### src/rtl/video_sync_gen.sv
// Raster timing stage: reloads the external horizontal counter chain, keeps the vertical line count
// and produces registered sync/blank outputs. Define FLIP_SCREEN_EN for a per-frame flipped v_cnt output.
module video_sync_gen #(
    parameter logic [8:0] H_START      = 9'h080,
    parameter logic [8:0] HBLANK_END   = 9'h090,
    parameter logic [8:0] HBLANK_START = 9'h190,
    parameter logic [8:0] HSYNC_START  = 9'h1B0,
    parameter logic [8:0] HSYNC_END    = 9'h1D0,
    parameter logic [8:0] V_START      = 9'h0F8,
    parameter logic [8:0] VBLANK_END   = 9'h110,
    parameter logic [8:0] VBLANK_START = 9'h1F0,
    parameter logic [8:0] VSYNC_START  = 9'h1F8,
    parameter logic [8:0] VSYNC_END    = 9'h1FC
) (
    input  logic       clk,
    input  logic       reset,
    input  logic       pix_ce,
    input  logic [8:0] h_cnt,
    input  logic       h_ca,
`ifdef FLIP_SCREEN_EN
    input  logic       flip,
`endif
    output logic       h_load_n,
    output logic [8:0] h_load_val,
    output logic       hsync,
    output logic       hblank,
    output logic [8:0] v_cnt,
    output logic       vsync,
    output logic       vblank,
    output logic       frame_start
);

    logic [8:0] v_int;
    logic [8:0] v_next;
    logic       line_end;
    logic       frame_wrap;

    // The chain reloads on the same edge it would otherwise roll over from 511.
    assign h_load_n   = ~(h_ca & pix_ce & ~reset);
    assign h_load_val = H_START;

    // Line advance trusts the count decode rather than the carry input.
    assign line_end   = pix_ce & (h_cnt == 9'h1FF);
    assign frame_wrap = (v_int == 9'h1FF);
    assign v_next     = frame_wrap ? V_START : v_int + 9'd1;

    always_ff @(posedge clk) begin
        if (reset) begin
            v_int       <= V_START;
            hsync       <= 1'b0;
            hblank      <= 1'b1;
            vsync       <= 1'b0;
            vblank      <= 1'b1;
            frame_start <= 1'b0;
        end else begin
            frame_start <= 1'b0;
            if (pix_ce) begin
                hblank <= ~((h_cnt >= HBLANK_END) && (h_cnt < HBLANK_START));
                hsync  <= (h_cnt >= HSYNC_START) && (h_cnt < HSYNC_END);
            end
            // Vertical decode uses the upcoming count so v_cnt, vblank and vsync move together.
            if (line_end) begin
                v_int       <= v_next;
                vblank      <= ~((v_next >= VBLANK_END) && (v_next < VBLANK_START));
                vsync       <= (v_next >= VSYNC_START) && (v_next < VSYNC_END);
                frame_start <= frame_wrap;
            end
        end
    end

`ifdef FLIP_SCREEN_EN
    logic flip_q;

    // Flip is captured only at the frame boundary so a frame is never split between orientations.
    always_ff @(posedge clk) begin
        if (reset) begin
            flip_q <= 1'b0;
        end else if (line_end && frame_wrap) begin
            flip_q <= flip;
        end
    end

    assign v_cnt = flip_q ? (v_int ^ 9'h0FF) : v_int;
`else
    assign v_cnt = v_int;
`endif

endmodule

### config.mk
export PLATFORM = sky130hd
export DESIGN_NAME = video_sync_gen
export DESIGN_NICKNAME = d
export VERILOG_FILES = /design/src/rtl/video_sync_gen.sv
export SDC_FILE = /design/constraint.sdc
export NUM_CORES = 1
export LEC_CHECK = 0
export CAP_MARGIN = 10
export CORE_MARGIN = 2
export CORE_UTILIZATION = 46
export CTS_CLUSTER_DIAMETER = 100
export CTS_CLUSTER_SIZE = 25
export DETAILED_ROUTE_END_ITERATION = 10
export PLACE_DENSITY = 0.83
export SLEW_MARGIN = 10
export SYNTH_ARGS = -nofsm -noshare
export SYNTH_HDL_FRONTEND = slang
export SYNTH_SLANG_ARGS = --single-unit
### constraint.sdc
create_clock -name clk -period 4.23 [get_ports clk]
set_input_delay 1.269 -clock clk [delete_from_list [all_inputs] [get_ports clk]]
set_output_delay 1.269 -clock clk [all_outputs]
set_load 0.005 [all_outputs]
==> impl_metrics.toml <==
[grt]
globalRoute.totalOverflow = 0
antenna_found_initial = 0
grt_pass1_vias = 822
grt_pass1_wl_microns = 3570
grt_usage = 0.187
grt_max_degree = 20

[logic_synthesis]
synth_top_area_cell = "dfxtp_1"
synth_top_area_frac = 0.296
ys_ff_latch = 14
synthTopCellsByArea = "dfxtp_1 30%, buf_4 7.9%, nor2_1 6.7%"
synthFlopType = "dfxtp_1"
syn_area_sq_um = 946
seq_area_frac_synth = 0.296
ys_types = 38
avgSynthCellArea_sq_um = 7.75
synthTopCellsByCount = "17 x nor2_1, 14 x dfxtp_1, 10 x buf_4"
synth_most_common_cell = "nor2_1"
synthCells = 122
ys_warn_count = 0
postSynth.asyncResetShare = 0
synth_enable_flop_cells = 0

[cells_and_area]
area_growth_pct = 27.4
drive_gt1_frac = 0.0559
fin_cells = 170
nNetsFinal = 159
n_antenna_cell = 0

[detailed_routing]
wl_microns = 2250
antenna_left = 0
drcViolationCount = 0
wl_per_cell_microns = 13.2
firstDrtPassIters = 5
vias = 960
viasPerCell = 5.65
first_iter_violations = 46

[worst_setup_path]
worst-endpoint-arrival_ns = 2.40
r2r_slack_ns = 1.61
crit_start = "pix_ce"
endpoint = "h_load_n"
startpoint_type = "input port"
path_class = "input port to output pin"
cp_data_required_time_ns = 2.96
r2r_start = "v_cnt[0]"
reg2reg_to = "vsync"
worst_setup_path_end_kind = "output pin"
ff2ff_path_depth = 8
path_max_fanout = 6

[die]
die_y_microns = 49.3
num_rows = 16
dieArea_sq_mm = 0.00243
fp.coreArea_sq_mm = 0.00194
initial_core_util = 0.487
io-pin-count = 37
die_w_microns = 49.3

[clock_network]
cts-hold-fix-buffers = 0
numCtsBuffers = 3
cts_tree = "built"
cts.sinks = 14
clkTransAtPathRegs_ns = 0.09
cts.htree.levels = 1
clockRootBuffer = "clkbuf_4"
cts_resized = 0
insertion_delay_ns = 0.28
clock_path_buffers = 2
post_cts_buffers = 0

[timing]
finClkSkew_ns = 0.00197
setup_viol = 0
hold_viol = 0
rsz0062_at_grt = "no"
fmax_ghz = 0.272
worstMarginPinSlew_ns = 0.605
final.period_utilization = 0.868
final_max_slew_viol_count = 0
slew_headroom = 0.596
fin_setup_tns_ns = 0
period_needed_ns = 3.67

[placed_design]
place.gp.congestion = 0.803
hpwlAfterDp_microns = 1560
port_buffers = 27
dp.cells = 166

[power_and_ir_drop]
peakVddDrop_mv = 0.168
power_leakage_nw = 0.452
pwr_density_cell_mw_per_mm2 = 215

[run]
maxCapViolCount = 0

[hold_path]
hold_class = "register to register"
hold_depth = 2

[run_status]
status = "finished clean"
## worst max-delay path, cell delays in order
cell and delay [ns]:
clkdlybuf4s50_1 0.49, nand3b_1 0.14, clkdlybuf4s50_1 0.50
## placed cells by master, fill, tap and decap left out, types with 3 or more instances in the layout
cell / netlist / final
nand3b_1: 3 / 3
xnor2_1: 3 / 3
nand2_1: 6 / 6
a21oi_1: 7 / 7
a21o_1: 3 / 3
conb_1: 2 / 9
clkdlybuf4s50_1: 0 / 27
nor3b_1: 3 / 3
inv_1: 3 / 3
o21ai_0: 4 / 4
nand3_1: 4 / 4
clkbuf_4: 0 / 3
dfxtp_1: 14 / 14
nor2_1: 17 / 17
nand4_1: 5 / 5
## flip-flops by register name (all words and copies together), names as in the netlist
| signal | flops |
|---|---|
| hsync | 1 |
| vsync | 1 |
| v_cnt | 9 |
| vblank | 1 |
| frame_start | 1 |
| hblank | 1 |
## through the flow
step | cell area (sq um) | utilization | worst slack, ns | hold slack (ns) | power (mW)
global route | 1200 | 0.620 | 0.514 | 0.545 | 0.269
CTS | 1200 | 0.620 | 0.565 | 0.514 | 0.260
floorplan | 972 | - | 1.29 | 0.477 | 0.150
global placement | 1170 | 0.602 | 0.590 | 0.485 | 0.161
finish | 1200 | 0.620 | 0.558 | 0.508 | 0.259
detailed placement | 1170 | 0.602 | 0.562 | 0.497 | 0.162
## worst min-delay path by stage
stage	start	slack, ns	end
2_1_floorplan	vsync	0.48	vsync
3_3_place_gp	vsync	0.48	vsync
3_5_place_dp	vsync	0.50	vsync
4_1_cts	vsync	0.51	vsync
5_1_grt	vsync	0.55	vsync
6_report	vsync	0.51	vsync
## power by group
group	internal, mW	switching [mW]	total [mW]
clock	0.0524	0.0477	0.100
combinational	0.0157	0.0104	0.0261
sequential	0.133	0.000456	0.133
## per-layer routing
layer,global-route usage,share of wire,vias to the layer above
met5,0,0,-
met4,0.0810,0.029,0
met3,0.0399,0.083,12
met2,0.322,0.50,65
met1,0.221,0.39,424
li1,-,-,459
## logic make-up after synthesis
group | Yosys count | share of synthesized area
other | 2 | 0.00794
XOR/XNOR | 3 | 0.0278
multiplexers | 2 | 0.0212
flip-flops | 14 | 0.296
AND/OR/NAND/NOR | 50 | 0.287
buffers and inverters | 21 | 0.134
AO/OA/AOI/OAI | 28 | 0.200
adder cells (fa/ha/maj) | 2 | 0.0265
## layout make-up
cell class,count,area (sq um)
multi-input combinational,94,566
inverter,3,11.3
tap,27,33.8
clock buffer,4,36.3
fill,178,737
sequential,14,280
timing repair buffer,28,278
Note: power is estimated with default switching activity, not from simulation.
